`src/rtl/boot_pkg.sv`:
```
// Shared types and widths for the post-reset boot sequencer.
// Latency: n/a (declarations only).
// Backpressure: n/a.
package boot_pkg;

    localparam int BOOT_EEPROM_AW = 18;
    localparam int BOOT_ADDR_W    = 17;
    localparam int BOOT_DATA_W    = 8;

    typedef enum logic [2:0] {
        ST_IDLE,
        ST_READ,
        ST_SETUP,
        ST_WRITE,
        ST_HOLD,
        ST_CHECK,
        ST_FAIL,
        ST_DONE
    } boot_state_t;

    typedef enum logic [1:0] {
        RGN_SLICE,
        RGN_LOOKAHEAD,
        RGN_CONTROL
    } boot_region_t;

endpackage

```
`src/rtl/boot_eeprom_reader.sv`:
```
// EEPROM read timing: output enable, wait-state counter and read-data latch.
// Latency: EEPROM_WAIT cycles from start; data latched on the edge that ends the last wait cycle.
// Backpressure: none; 'start' must only be pulsed while idle, 'done' pulses once per read.
module boot_eeprom_reader
    import boot_pkg::*;
#(
    parameter int EEPROM_WAIT = 3
) (
    input  logic                   clk,
    input  logic                   rst,
    input  logic                   start,
    input  logic [BOOT_DATA_W-1:0] eeprom_data,
    output logic                   n_oe,
    output logic [BOOT_DATA_W-1:0] data,
    output logic                   done
);

    localparam int CW = (EEPROM_WAIT > 1) ? $clog2(EEPROM_WAIT) : 1;
    localparam logic [CW-1:0] LAST_CNT = CW'(EEPROM_WAIT - 1);

    logic [CW-1:0]          cnt_q, cnt_d;
    logic                   n_oe_q, n_oe_d;
    logic [BOOT_DATA_W-1:0] data_q, data_d;

    // The read is active while output enable is low; the last wait cycle is the sample cycle.
    assign done = !n_oe_q && (cnt_q == LAST_CNT);
    assign n_oe = n_oe_q;
    assign data = data_q;

    // Next-state: open a read on start, count wait states, sample and close on the last one.
    always_comb begin
        cnt_d  = cnt_q;
        n_oe_d = n_oe_q;
        data_d = data_q;
        if (start) begin
            cnt_d  = '0;
            n_oe_d = 1'b0;
        end else if (done) begin
            cnt_d  = '0;
            n_oe_d = 1'b1;
            data_d = eeprom_data;
        end else if (!n_oe_q) begin
            cnt_d = cnt_q + 1'b1;
        end
    end

    // Registers, cleared immediately by reset.
    always_ff @(posedge clk or posedge rst) begin
        if (rst) begin
            cnt_q  <= '0;
            n_oe_q <= 1'b1;
            data_q <= '0;
        end else begin
            cnt_q  <= cnt_d;
            n_oe_q <= n_oe_d;
            data_q <= data_d;
        end
    end

endmodule

```
`src/rtl/boot_loader.sv`:
```
// Post-reset sequencer copying the EEPROM boot image into the slice, lookahead and microcode SRAMs.
// Latency: EEPROM_WAIT+3 cycles per byte; N_BOOTED falls after the last byte (BOOT_CHECKSUM_EN adds a checksum read).
// Backpressure: none; the bootstrap bus is driven open-loop, all outputs registered.
module boot_loader
    import boot_pkg::*;
#(
    parameter int SLICE_DEPTH     = 131072,
    parameter int LOOKAHEAD_DEPTH = 65536,
    parameter int CONTROL_DEPTH   = 4096,
    parameter int EEPROM_WAIT     = 3
) (
    input  logic                      CLK,
    input  logic                      RST,
    output logic [BOOT_EEPROM_AW-1:0] EEPROM_ADDR,
    output logic                      EEPROM_N_OE,
    input  logic [BOOT_DATA_W-1:0]    EEPROM_DATA,
    output logic [BOOT_DATA_W-1:0]    DATA,
    output logic [BOOT_ADDR_W-1:0]    ADDR,
    output logic                      MLU_SLICE_N_WE,
    output logic                      MLU_LOOKAHEAD_N_WE,
    output logic                      CONTROL_N_WE,
    output logic                      N_BOOTED,
    output logic                      BOOT_ERR
);

    localparam bit HAS_S = (SLICE_DEPTH > 0);
    localparam bit HAS_L = (LOOKAHEAD_DEPTH > 0);
    localparam bit HAS_C = (CONTROL_DEPTH > 0);

`ifdef BOOT_CHECKSUM_EN
    localparam boot_state_t END_ST = ST_CHECK;
`else
    localparam boot_state_t END_ST = ST_DONE;
`endif

    boot_state_t               state_q, state_d;
    boot_region_t              region_q, region_d;
    logic [BOOT_ADDR_W-1:0]    addr_q, addr_d;
    logic [BOOT_EEPROM_AW-1:0] eaddr_q, eaddr_d;
    logic                      slice_n_we_q, slice_n_we_d;
    logic                      look_n_we_q, look_n_we_d;
    logic                      ctrl_n_we_q, ctrl_n_we_d;
    logic                      n_booted_q, n_booted_d;
    logic                      last_in_rgn;
    logic                      rd_start, rd_done;
`ifdef BOOT_CHECKSUM_EN
    logic [BOOT_DATA_W-1:0]    sum_q, sum_d, sum_next;
    logic                      boot_err_q, boot_err_d;
`endif

    boot_eeprom_reader #(
        .EEPROM_WAIT (EEPROM_WAIT)
    ) u_reader (
        .clk         (CLK),
        .rst         (RST),
        .start       (rd_start),
        .eeprom_data (EEPROM_DATA),
        .n_oe        (EEPROM_N_OE),
        .data        (DATA),
        .done        (rd_done)
    );

    // Detect the final offset of the region currently being written.
    always_comb begin
        last_in_rgn = 1'b0;
        case (region_q)
            RGN_SLICE:     last_in_rgn = ({15'd0, addr_q} == 32'(SLICE_DEPTH - 1));
            RGN_LOOKAHEAD: last_in_rgn = ({15'd0, addr_q} == 32'(LOOKAHEAD_DEPTH - 1));
            RGN_CONTROL:   last_in_rgn = ({15'd0, addr_q} == 32'(CONTROL_DEPTH - 1));
            default:       last_in_rgn = 1'b1;
        endcase
    end

    // Sequencer next-state: per-byte READ/SETUP/WRITE/HOLD, region advance skipping empty regions.
    always_comb begin
        state_d  = state_q;
        region_d = region_q;
        addr_d   = addr_q;
        eaddr_d  = eaddr_q;
`ifdef BOOT_CHECKSUM_EN
        sum_d    = sum_q;
        sum_next = sum_q + EEPROM_DATA;
`endif
        case (state_q)
            ST_IDLE: begin
                if (HAS_S) begin
                    region_d = RGN_SLICE;
                    state_d  = ST_READ;
                end else if (HAS_L) begin
                    region_d = RGN_LOOKAHEAD;
                    state_d  = ST_READ;
                end else if (HAS_C) begin
                    region_d = RGN_CONTROL;
                    state_d  = ST_READ;
                end else begin
                    state_d = END_ST;
                end
            end
            ST_READ: begin
                if (rd_done) begin
                    state_d = ST_SETUP;
`ifdef BOOT_CHECKSUM_EN
                    sum_d   = sum_next;
`endif
                end
            end
            ST_SETUP: state_d = ST_WRITE;
            ST_WRITE: state_d = ST_HOLD;
            ST_HOLD: begin
                // The image is linear across regions, so the EEPROM address never wraps.
                eaddr_d = eaddr_q + 1'b1;
                if (last_in_rgn) begin
                    addr_d = '0;
                    if (region_q == RGN_SLICE && HAS_L) begin
                        region_d = RGN_LOOKAHEAD;
                        state_d  = ST_READ;
                    end else if (region_q != RGN_CONTROL && HAS_C) begin
                        region_d = RGN_CONTROL;
                        state_d  = ST_READ;
                    end else begin
                        state_d = END_ST;
                    end
                end else begin
                    addr_d  = addr_q + 1'b1;
                    state_d = ST_READ;
                end
            end
`ifdef BOOT_CHECKSUM_EN
            ST_CHECK: begin
                if (rd_done) begin
                    state_d = (sum_next == '0) ? ST_DONE : ST_FAIL;
                end
            end
`endif
            default: state_d = state_q;
        endcase
    end

    // Registered outputs derived from the next state; a new EEPROM read opens on entry to READ/CHECK.
    always_comb begin
        rd_start     = (state_d == ST_READ || state_d == ST_CHECK) &&
                       !(state_q == ST_READ || state_q == ST_CHECK);
        slice_n_we_d = !(state_d == ST_WRITE && region_q == RGN_SLICE);
        look_n_we_d  = !(state_d == ST_WRITE && region_q == RGN_LOOKAHEAD);
        ctrl_n_we_d  = !(state_d == ST_WRITE && region_q == RGN_CONTROL);
        n_booted_d   = (state_d != ST_DONE);
`ifdef BOOT_CHECKSUM_EN
        boot_err_d   = (state_d == ST_FAIL);
`endif
    end

    // FSM and datapath registers; reset deasserts every strobe immediately.
    always_ff @(posedge CLK or posedge RST) begin
        if (RST) begin
            state_q      <= ST_IDLE;
            region_q     <= RGN_SLICE;
            addr_q       <= '0;
            eaddr_q      <= '0;
            slice_n_we_q <= 1'b1;
            look_n_we_q  <= 1'b1;
            ctrl_n_we_q  <= 1'b1;
            n_booted_q   <= 1'b1;
`ifdef BOOT_CHECKSUM_EN
            sum_q        <= '0;
            boot_err_q   <= 1'b0;
`endif
        end else begin
            state_q      <= state_d;
            region_q     <= region_d;
            addr_q       <= addr_d;
            eaddr_q      <= eaddr_d;
            slice_n_we_q <= slice_n_we_d;
            look_n_we_q  <= look_n_we_d;
            ctrl_n_we_q  <= ctrl_n_we_d;
            n_booted_q   <= n_booted_d;
`ifdef BOOT_CHECKSUM_EN
            sum_q        <= sum_d;
            boot_err_q   <= boot_err_d;
`endif
        end
    end

    assign EEPROM_ADDR        = eaddr_q;
    assign ADDR               = addr_q;
    assign MLU_SLICE_N_WE     = slice_n_we_q;
    assign MLU_LOOKAHEAD_N_WE = look_n_we_q;
    assign CONTROL_N_WE       = ctrl_n_we_q;
    assign N_BOOTED           = n_booted_q;
`ifdef BOOT_CHECKSUM_EN
    assign BOOT_ERR           = boot_err_q;
`else
    assign BOOT_ERR           = 1'b0;
`endif

endmodule

```
`config.mk`:
```
export PLATFORM = sky130hd
export DESIGN_NAME = boot_loader
export DESIGN_NICKNAME = d
export VERILOG_FILES = /design/src/rtl/boot_pkg.sv /design/src/rtl/boot_eeprom_reader.sv /design/src/rtl/boot_loader.sv
export SDC_FILE = /design/constraint.sdc
export NUM_CORES = 1
export LEC_CHECK = 0
export ABC_CLOCK_PERIOD_IN_PS = 3700
export CORE_ASPECT_RATIO = 0.75
export CORE_MARGIN = 4
export CORE_UTILIZATION = 50
export DETAILED_ROUTE_END_ITERATION = 10
export GPL_TIMING_DRIVEN = 0
export PLACE_DENSITY = 0.91
export SLEW_MARGIN = 20
export SYNTH_ARGS = -nofsm -noshare
export SYNTH_HDL_FRONTEND = slang
export SYNTH_HIERARCHICAL = 1
export SYNTH_SLANG_ARGS = --single-unit
```
`constraint.sdc`:
```
create_clock -name CLK -period 3.7 [get_ports CLK]
set_input_delay 0.37 -clock CLK [delete_from_list [all_inputs] [get_ports CLK]]
set_output_delay 0.37 -clock CLK [all_outputs]
set_load 0.05 [all_outputs]
```
After elaboration in Yosys (flattened, before gate mapping)
Cells that the tools add are included.

storage, ports and cells
  input port bits = 10
  output and inout bits = 49
  word-level logic and storage cells = 68
  register bits after elaboration = 55

operators by class
  $add $sub $neg = 3
  reductions and logical operators = 18
  mux-type cells = 16
  bitwise logic cells = 1
  equality and inequality tests = 19

operators by type and width
  operator                                                                 count
  18-bit by 1-bit adder with 18-bit output, second input constant          1
  17-bit by 1-bit adder with 17-bit output, second input constant          1
  17-bit by 12-bit equality test with 1-bit output, second input constant  1
  17-bit by 16-bit equality test with 1-bit output, second input constant  1
  17-bit equality test, second input constant                              1
  17-bit 2-to-1 mux                                                        1
  3-bit one-hot mux with 5 select lines                                    1
  2-bit 2-to-1 mux                                                         6
  3-bit 2-to-1 mux                                                         4
  3-bit by 2-bit equality test with 1-bit output, second input constant    3
  3-bit equality test, second input constant                               3
  3-bit != test, second input constant                                     3
  3-bit by 1-bit equality test with 1-bit output, second input constant    2
  1-bit logical AND                                                        5
  1-bit zero test                                                          5
  2-bit equality test, second input constant                               2
  2-bit != test, second input constant                                     2
  2-bit one-hot mux with 2 select lines                                    1
  2-bit nonzero test                                                       2
  3-bit zero test                                                          1
  1-bit one-hot mux with 3 select lines                                    1
  3-bit AND reduction                                                      1
  2-bit by 1-bit adder with 2-bit output, second input constant            1
  2-bit by 1-bit equality test with 1-bit output, second input constant    1
  other kinds (5)                                                          7

Depth between registers and ports, before layout
Gate-level depths: netlist (run 1).

  depth in word-level cells = 10
  depth in mapped cells = 8
  depth with buffers taken out = 8

By module
Netlist (run 1), hierarchy kept.

modules (own cells, without submodules)
  module              seq. area each (µm²)  area each (µm²)  times used  cells each
  boot_loader         1,106.1               2,204.6          1           216
  boot_eeprom_reader  276.5                 446.7            1           31

Worst setup path before layout (run 1)
Ideal clock, no wire load.

  path type = reg2reg
  from = register addr_q[0], in the netlist ADDR[0]
  to = register u_reader.data_q[0], in the netlist u_reader/data[0]
  cell stages (with the launch flop) = 8
  slack = 0.880 ns
  arrival = 2.695 ns
  data required time = 3.575 ns
  clock period less this slack = 2.820 ns
  buffers on the path = 0
  library setup time = 0.125 ns
  cell sequence = dfrtp_1 -> ha_1 -> nand3_1 -> nor2_1 -> a41o_1 -> a31oi_1 -> nor4b_4 -> mux2_2

on the way
  longest elaborated chain between the ends = 9
  elaborated cells on any way between the ends = 12
  classes of those cells = 5 x eq/ne; 3 x mux; 1 x bitwise; 3 x reduce/logical

ends and longest elaborated chain
  item                                                                                   RTL line                  source
  from (decl)                                                                            boot_loader.sv:38         logic [BOOT_ADDR_W-1:0] addr_q, addr_d;
  from (signal assigned)                                                                 boot_loader.sv:170        addr_q <= addr_d;
  17-bit by 12-bit equality test with 1-bit output (tied with other cells)               boot_loader.sv:69         RGN_CONTROL: last_in_rgn = ({15'd0, addr_q} == 32'(CONTROL_DEPTH - 1));
  1-bit one-hot mux with 3 select lines (*)                                              boot_loader.sv:66         case (region_q)
  3-bit 2-to-1 mux (*)                                                                   boot_loader.sv:112        if (last_in_rgn) begin
  3-bit one-hot mux with 5 select lines (*)                                              boot_loader.sv:84         case (state_q)
  3-bit by 1-bit equality test with 1-bit output or 3-bit equality test (tied branches)  boot_loader.sv:141        rd_start = (state_d == ST_READ || state_d == ST_CHECK) &&
  1-bit logical OR (*)                                                                   boot_loader.sv:141
  1-bit logical AND (*)                                                                  boot_loader.sv:141
  net rd_start                                                                           boot_loader.sv:45         logic rd_start, rd_done;
  1-bit inverter (no source line) (*)                                                    -
  2-bit AND reduction (no source line) (*)                                               -
  to (signal assigned)                                                                   boot_eeprom_reader.sv:56  data_q <= data_d;
  to (decl)                                                                              boot_eeprom_reader.sv:23  logic [BOOT_DATA_W-1:0] data_q, data_d;

Mark *: on every way through the listed nets, which the timed path passes. The rest lies on a longest branch.
A chain may end at the register's enable or synchronous reset.

Worst setup path in the final report (run 1)
  from = register region_q[0]
  to = register u_reader.data_q[2], in the netlist u_reader/data[2]

on the way
  longest elaborated chain between the ends = 10
  elaborated cells on any way between the ends = 15
  classes of those cells = 5 x eq/ne; 5 x mux; 1 x bitwise; 4 x reduce/logical

ends and longest elaborated chain
  item                                                                                   RTL line            source
  from (decl)                                                                            boot_loader.sv:37   boot_region_t region_q, region_d;
  from (signal assigned)                                                                 boot_loader.sv:169  region_q <= region_d;
  2-bit != test                                                                          boot_loader.sv:117  end else if (region_q != RGN_CONTROL && HAS_C) begin
  3-bit 2-to-1 mux                                                                       boot_loader.sv:117
  3-bit 2-to-1 mux                                                                       boot_loader.sv:114  if (region_q == RGN_SLICE && HAS_L) begin
  3-bit 2-to-1 mux (*)                                                                   boot_loader.sv:112
  3-bit one-hot mux with 5 select lines (*)                                              boot_loader.sv:84
  3-bit by 1-bit equality test with 1-bit output or 3-bit equality test (tied branches)  boot_loader.sv:141
  1-bit logical OR (*)                                                                   boot_loader.sv:141
  1-bit logical AND (*)                                                                  boot_loader.sv:141
  net rd_start                                                                           boot_loader.sv:45
  1-bit inverter (no source line) (*)                                                    -
  2-bit AND reduction (no source line) (*)                                               -

Marks and branches as above.

==> results of run 1 <==
[per-layer routing]
layer,global-route usage [%],wire length [um]
met5,0,0
met4,6.43,82
met3,3.08,260
met2,29.1,2630
met1,25.5,2540
[logic make-up after synthesis]
family                     synth area share, %
AOI/OAI and AO/OA                         8.45
xor gates and xnor gates                  7.93
adders and majority gates                 3.30
buffers and inverters                     2.74
DFF                                       52.1
muxes                                     4.15
other                                    0.141
and+or+nand+nor                           21.1
[worst max-delay path, stage by stage (launching register included)]
cell     delay (ns)
dfrtp_1        0.43
inv_1          0.13
ha_1           0.19
or4b_1         0.45
o22ai_2        0.24
a41o_1         0.32
a31oi_1        0.27
nor4b_4        0.60
mux2_2         0.40
[cell usage in the layout (no fill, tap or decap), types with 4 or more instances in the layout]
cell type         n
nand4_1           5
a21oi_1          10
clkdlybuf4s50_1  57
inv_1             7
and3_1            4
and4_1            5
ha_1              7
mux2_2            8
nand3_1          16
nor2_1           17
clkbuf_8          6
o21ai_0          12
dfstp_2           5
dfrtp_1          50
nand2_1          30
xor2_1            7
xnor2_1          17
[state kept, by name, indices dropped and copies added, names as in the netlist]
| name | count |
|---|---|
| u_reader/n_oe | 1 |
| u_reader/cnt_q | 2 |
| N_BOOTED | 1 |
| region_q | 2 |
| CONTROL_N_WE | 1 |
| u_reader/data | 8 |
| state_q | 3 |
| MLU_LOOKAHEAD_N_WE | 1 |
| MLU_SLICE_N_WE | 1 |
| EEPROM_ADDR | 18 |
| ADDR | 17 |
[per-stage QoR]
step                area [sq um]  instances
global route                3430        385
detailed placement          3330        377
CTS                         3430        385
floorplan                   2650        247
finish                      3430        385
global placement            3310        376
[power by group through the flow]
stage	clock network, uW	registers (uW)	logic, uW
global placement	0	619	53.9
global route	381	608	60.8
detailed placement	0	619	57.7
CTS	357	608	57.7
finish	348	607	56.3
floorplan	0	635	15.7
[worst paths after layout]
| path | endpoint | slack [ns] | depth (start not counted) |
|---|---|---|---|
| setup reg to reg | u_reader/data[2] | 0.55 | 8 |
| hold reg to reg | EEPROM_ADDR[17] | 0.48 | 1 |
| hold / removal | u_reader/data[6] | 0.39 | 2 |
| setup / recovery | u_reader/data[2] | 0.55 | 8 |
| min in group CLK | EEPROM_ADDR[17] | 0.48 | 1 |
| max in group asynchronous | MLU_LOOKAHEAD_N_WE | 2.74 | 3 |
[cell type report]
class                   instances  area [sq um]
clock inverters                 1          8.76
clock buffers                   7          86.3
inverters                       8          30.0
repair buffers                 58           591
well taps                      72          90.1
multi-input cells             178          1200
fillers                       396          1580
flip-flops and latches         55          1380
plain buffers                   6          42.5
==> qor.csv, run 1 <==
metric;value;unit
core;0.00501;sq mm
arrival;3.35;ns
rsz0062_at_grt;no;
grt_pass1_vias;2000;
initial_core_util;52.9;%
wl_per_cell;14.3;um
portBuffers;57;
r2r_start;region_q[0];
power.leakage;0.00143;uW
skew;0.0142;ns
synth.most_common_cell;dfrtp_1;
synth_seq_cells;55;
synthTopCellsByArea;dfrtp_1 47%, xnor2_1 5.6%, dfstp_2 5.0%;
die-area;0.00654;sq mm
worst_slack;0.553;ns
place_ws;0.580;ns
seqPwrFrac;60.0;%
yosysUniqueCellTypes;49;
post_cts_buffers;0;
fp.dieW;92.1;um
synth_edf_count;0;
finalMaxSlewViolations;0;
finalSetupTns;0;ns
cts.repair.resized;0;
tightest_slew;0.643;ns
worstSetupStartpoint;region_q[0];
clkPwrFrac;34.4;%
post-route-period-util;85.1;%
syn_area;0.00265;sq mm
grt.overflow.total;0;
rows;22;
cts-root-buf;clkbuf_8;
path_max_fanout;8;
p_per_area;295;mW/mm^2
grt_pass1_wl;9.67;mm
synth_flop_cell;dfrtp_1;
clk_pin_slew;0.09;ns
cp-end-kind;flip-flop;
synth.avg_cell_area;10.7;sq um
track_usage;18.3;%
clockBufferDepth;2;
holdWs;0.390;ns
fmax;318;MHz
synth_commonest_cells;50 x dfrtp_1, 30 x nand2_1, 17 x nor2_1, 17 x xnor2_1, 16 x nand3_1;
drt_iter0_markers;201;
dp_hpwl;4.10;mm
switchingPower;231;uW
area_delta_synth_final;29.3;%
die_h;71.1;um
status;completed;
antenna_found_initial;0;
holdCritPathClass;primary input to asynchronous set/reset pin;
p_int;781;uW
total_power;1010;uW
place_congestion;0.863;
relSlewSlack;56.8;%
synthArstFlopShare;100;%
cts_hold_buf;0;
synth_top_area_cell;dfrtp_1;
setup_violations;0;
clk_latency;0.32;ns
drive_gt1_share;11.8;%
cts.sinks;55;
hold_viol;0;
synth_fp_nets;264;
synthCells;247;
vias;2056;
cap_violations;0;
cts_made_buffers;5;
io_pins;59;
ys_warn_count;6;
final_util;68.4;%
period_minus_slack;3.15;ns
drt_first_pass_iters;4;
netlist.area_leader.share;47.2;%
cp-start-kind;flip-flop;
grt_max_degree;28;
ir_drop;0.204;mV
cts_tree;yes;
wl;5.51;mm
final_nets;329;
switching_share;22.8;%
path_class;flip-flop to flip-flop;
ant_nets;0;
crit_required;3.90;ns
p_comb_share;5.6;%
viasPerCell;5.34;
seq_area_frac_synth;52.1;%
post-route-drc-count;0;
antenna-diode-count;0;
h-tree-depth;2;
Note: power is estimated with default switching activity, not from simulation.
==> inputs of run 2 (changes only) <==
--- a/config.mk
+++ b/config.mk
@@ -7,11 +7,13 @@
 export LEC_CHECK = 0
 export ABC_CLOCK_PERIOD_IN_PS = 3700
 export CORE_ASPECT_RATIO = 0.75
-export CORE_MARGIN = 4
+export CORE_MARGIN = 3
 export CORE_UTILIZATION = 50
 export DETAILED_ROUTE_END_ITERATION = 10
+export DONT_BUFFER_PORTS = 1
 export GPL_TIMING_DRIVEN = 0
-export PLACE_DENSITY = 0.91
+export PLACE_DENSITY = 0.77
+export SKIP_CTS_REPAIR_TIMING = 1
 export SLEW_MARGIN = 20
 export SYNTH_ARGS = -nofsm -noshare
 export SYNTH_HDL_FRONTEND = slang
==> qor.csv, run 2 (synthesis gave the netlist of run 1 again) <==
metric;value;unit;change
status;completed;;
worstRegToRegCells;7;;-1
cts_made_buffers;5;;unchanged
grt_max_degree;36;;+29%
min_from;EEPROM_DATA[7];;
layout_common_cells;50 x dfrtp_1, 30 x nand2_1, 17 x nor2_1, 17 x xnor2_1, 16 x nand3_1;;
whs_endpoint;u_reader/data[7];;
r2r_start;ADDR[0];;
post-route-period-util;88.9;%;+3.8 points
grt_pass1_vias;1796;;-10%
area_delta_synth_final;8.26;%;
tightest_slew;0.708;ns;+0.0650 ns
hold_viol;0;;unchanged
clk_pin_slew;0.09;ns;about the same
clk_latency;0.30;ns;-0.02 ns
ant_nets;0;;unchanged
antenna-diode-count;0;;unchanged
fp.dieW;90.1;um;-2.2%
finalMaxSlewViolations;0;;unchanged
die-area;0.00622;sq mm;-4.9%
final_nets;273;;-17%
cts-root-buf;clkbuf_8;;
portBuffers;0;;-100%
p_per_area;346;mW/mm^2;+17%
post-route-drc-count;0;;unchanged
path_class;flip-flop to flip-flop;;
ir_drop;0.137;mV;-33%
antenna_found_initial;0;;unchanged
drive_gt1_share;14.8;%;+3.0 points
h-tree-depth;2;;unchanged
finalSetupTns;0;ns;unchanged
grt.overflow.total;0;;unchanged
cp-end-kind;flip-flop;;
crit_slowest_cell;dfrtp_1;;
rsz0062_at_grt;no;;
wl;5.22;mm;-5.4%
dp_hpwl;3.84;mm;-6.4%
reg2reg_to;u_reader/data[2];;
wl_per_cell;15.9;um;+11%
viasPerCell;5.48;;+2.6%
die_h;69.1;um;-2.8%
worst_hold_path.num_cells;1;;
seqPwrFrac;62.8;%;+2.8 points
largest_reg_flops;18;;unchanged
io_pins;59;;unchanged
critical_path.cell_chain;ha_1 > nand3_1 > nor2_1 > a41o_1 > a31oi_1 > nor4b_4 > mux2_2;;
fmax;304;MHz;-4.3%
clkPwrFrac;34.9;%;+0.5 points
crit_required;3.89;ns;about the same
final_common_cell;dfrtp_1;;
drt_first_pass_iters;4;;unchanged
period_minus_slack;3.29;ns;+0.141 ns
p_comb_share;2.3;%;-3.3 points
drt_iter0_markers;104;;-48%
p_int;765;uW;-2.0%
nFillCells;429;;+8.3%
core;0.00501;sq mm;unchanged
setup_violations;0;;unchanged
grt_pass1_wl;8.80;mm;-8.9%
arrival;3.48;ns;+0.13 ns
power.leakage;0.00123;uW;-14%
dpl.cell_count;320;;-15%
clockBufferDepth;2;;unchanged
cp-start-kind;flip-flop;;
path_max_fanout;8;;unchanged
rows;22;;unchanged
switchingPower;229;uW;-0.65%
relSlewSlack;52.4;%;-4.4 points
cts.sinks;55;;unchanged
cap_violations;0;;unchanged
skew;0.00743;ns;-0.00680 ns
cts_tree;yes;;
regToRegSetupSlack;0.41;ns;-0.14 ns
critPathMaxStageDelay;0.70;ns;+0.10 ns
final_cells;329;;-15%
vias;1803;;-12%
holdCritPathClass;primary input to flip-flop;;
initial_core_util;52.9;%;unchanged
switching_share;23.1;%;+0.24 points
track_usage;17.0;%;-1.3 points
place_congestion;0.811;;-6.0%
## run 2: changes by cell type in the layout (fill, tap and decap cells not counted), sizes merged
cell           previous run  this run
clkinvlp                  0         1
clkbuf                    8         7
dlygate4sd3               0         1
clkdlybuf4s50            57         0
## run 2: how the worst max path moves through the flow
stage,start,endpoint,slack [ns],cells after the start
finish,ADDR[0],u_reader/data[2],0.41,7
CTS,ADDR[0],u_reader/data[2],0.43,7
floorplan,ADDR[0],u_reader/data[0],0.88,7
global route,ADDR[0],u_reader/data[3],0.21,7
detailed placement,ADDR[0],u_reader/data[2],0.45,7
global placement,ADDR[0],u_reader/data[4],0.47,7
## run 2: final cells by class
| type | instances | area (sq um) | area share (%) |
|---|---|---|---|
| flip-flops and latches | 55 | 1380 | 48.2 |
| multi-input cells | 178 | 1200 | 41.7 |
| well taps | 72 | 90.1 | 3.14 |
| clock buffers | 6 | 82.6 | 2.88 |
| plain buffers | 6 | 42.5 | 1.48 |
| repair buffers | 2 | 30.0 | 1.05 |
| inverters | 8 | 30.0 | 1.05 |
| clock inverters | 2 | 16.3 | 0.567 |
## run 2: power by group through the flow
stage	clock network (uW)	registers, uW	logic [uW]
floorplan	0	635	15.7
global placement	0	636	19.2
detailed placement	0	636	22.7
CTS	356	625	22.7
global route	379	625	26.2
finish	348	624	22.6
## run 2: routing by layer
layer / vias up / wire length (um) / GRT usage (%)
met5: - / 0 / 0
met4: 0 / 50 / 5.09
met3: 4 / 227 / 4.14
met2: 44 / 2500 / 27.3
met1: 868 / 2440 / 23.0
li1: 887 / - / -
## run 2: worst max-delay path: cells and delay by family (launching register included)
kind | cells | cell delay [ns]
compound gates | 2 | 0.62
mux | 1 | 0.41
flops | 1 | 0.70
fa+ha+maj | 1 | 0.31
simple gates | 3 | 1.15
## run 2: through the flow
| step | power (uW) | utilization (%) | worst slack, ns | area [sq um] | hold slack [ns] |
|---|---|---|---|---|---|
| after detailed placement | 659 | 55.1 | 0.447 | 2760 | 0.209 |
| after global placement | 655 | 54.7 | 0.468 | 2740 | 0.262 |
| after floorplan | 651 | - | 0.880 | 2650 | 0.222 |
| final | 995 | 57.3 | 0.412 | 2870 | 0.218 |
| after CTS | 1000 | 57.1 | 0.428 | 2860 | -0.125 |
| after global routing | 1030 | 57.3 | 0.215 | 2870 | 0.199 |
==> patch: new RTL, flow settings as in run 1 <==
Make the reset (`RST` and `rst`) synchronous in 2 clocked blocks.
--- a/src/rtl/boot_eeprom_reader.sv
+++ b/src/rtl/boot_eeprom_reader.sv
@@ -46,5 +46,5 @@
 
     // Registers, cleared immediately by reset.
-    always_ff @(posedge clk or posedge rst) begin
+    always_ff @(posedge clk) begin
         if (rst) begin
             cnt_q  <= '0;
--- a/src/rtl/boot_loader.sv
+++ b/src/rtl/boot_loader.sv
@@ -151,5 +151,5 @@
 
     // FSM and datapath registers; reset deasserts every strobe immediately.
-    always_ff @(posedge CLK or posedge RST) begin
+    always_ff @(posedge CLK) begin
         if (RST) begin
             state_q      <= ST_IDLE;
Check against the original RTL: differs if RST is asserted again (counterexample within 4 cycles, from zero or initial values and one cycle with RST high); with RST held inactive, the same outputs for 10 cycles.
==> patch against run 1 <==
First-iteration DRC count fell by 44%. Final area fell by 1.3%. Count of clock-buffer cells in the layout fell by 2. Largest power group unchanged. Area after synthesis fell by 1.6%. Combinational power barely moved. Worst setup slack improved by 630 ps. Routed wire length rose by 2.3%. Total power rose by 4.2%. Via count rose by 6.1%. Sequential cell count did not move. Die area fell by 1.4%.
==> patch: results (changes against run 1) <==
Leakage -> 1.17 nW (-19%)
R2r worst-path depth -> 9 (+1)
Met3 wire length -> 337 microns (+30%)
Post-CTS sizing -> 0 (unchanged)
Met1 Wirelength -> 2.55 mm (+0.35%)
Invs w/o clock -> 10 (+2)
Placed cell count -> 416 (+10%)
CP arrival -> 2750 ps (-600 ps)
Wire per inst -> 13.3 microns (-7.1%)
Vias per inst -> 5.14 (-3.7%)
Critical path's largest stage delay -> 450 ps (-150 ps)
Ant diodes -> 0 (unchanged)
Min-delay src -> u_reader/data[5]
Hold Path Class -> register to register
Fraction of area in registers -> 0.325 (-0.0780)
Count of cell types in the netlist -> 46 (-6.1%)
First-pass GRT wire length -> 9.80 mm (+1.4%)
Fraction of layout cells with a size suffix above 1 -> 0.0938 (-0.0245)
Global routing usage on met1 -> 0.233 (-0.0218)
Clock slew seen by the registers of the worst setup and hold paths -> 100 ps
Via count -> 2,181 (+6.1%)
CP max stage cell -> dfxtp_1
CP Capture Point -> u_reader/data[4]
Number of port buffers -> 57 (unchanged)
Worst reg2reg setup slack -> 1180 ps (+630 ps)
WHS Path Cells -> 2
Synth Net Count -> 305 (+16%)
Largest net degree at the start of global routing -> 18 (-36%)
Hold_ws -> 477 ps (+87.4 ps)
Fill cells -> 397 (+0.25%)
CTS Root Cell -> clkbuf_8
Met2 Usage GRT -> 0.311 (+0.0197)
Worst Skew -> 9.22 ps (-5.01 ps)
Outcome -> finished, final reports clean
Mean Syn Cell Area -> 9.09 sq um (-15%)
Worst Path Max Fanout -> 10 (+2)
Total track usage -> 0.183 (about the same)
Reg-to-reg startpoint -> ADDR[0]
Post-synth top cells -> 55 x dfxtp_1, 38 x nor2_1, 24 x nand2_1
Final min period -> 2520 ps (-627 ps)
Top cells by area, synth -> dfxtp_1 42%, nor2_1 5.5%, xor2_1 5.4%
Worst VDD drop -> 202 uV (-0.83%)
Clock network area share -> 0.0333 (+0.00554)
Max_slew headroom -> 0.624 (+0.0562)
Sequential fraction of the synthesis area -> 0.422 (-0.0996)
Comb_multi_in -> 209 (+17%)
Metal2 WL -> 2.69 mm (+2.4%)
Drt initial violations -> 113 (-44%)
Placer Congestion -> 0.831 (-3.6%)
Max Cap Violations -> 0 (unchanged)
GR Util met3 -> 0.0478 (+0.0170)
Worst slack, placed -> 1280 ps (+703 ps)
Repair and plain buffers -> 70 (+9.4%)
Net total in the final layout -> 369 (+12%)
Total CTS buffers -> 5 (unchanged)
Asr flop ratio synth -> 0 (-1.00)
NonClk Buf Share -> 0.190 (+0.00535)
Post-DP HPWL -> 4.08 mm (-0.45%)
Area occupied by multi-input gates -> 0.00140 sq mm (+17%)
==> patch: changes by cell type in the layout (fill, tap and decap cells not counted), sizes merged, moves of 7 or more <==
cell,change
dfrtp,-50
dfxtp,+55
mux2,-8
mux2i,+7
nand2b,+14
nand3,-7
nand4,+7
nor2,+19
xor2,+9
==> patch: report_power, final <==
part           switching [mW]  internal, mW  total [mW]
combinational          0.0316        0.0247      0.0564
clock                   0.197         0.202       0.398
sequential            0.00443         0.595       0.599
==> patch: logic make-up (layout without fill, tap and decap cells) <==
group	Yosys count	in the layout	synth area share
simple gates	134	134	0.281
flops	55	55	0.422
compound gates	29	29	0.0820
xor+xnor	28	28	0.0940
buf+inv	23	88	0.0422
mux	9	9	0.0393
fa+ha+maj	8	8	0.0384
other cells	1	1	0.00144
==> patch: through the flow <==
step                 util  area, sq um
floorplan               -         2610
global placement    0.656         3270
detailed placement  0.656         3270
CTS                 0.679         3380
global route        0.679         3380
finish              0.679         3380
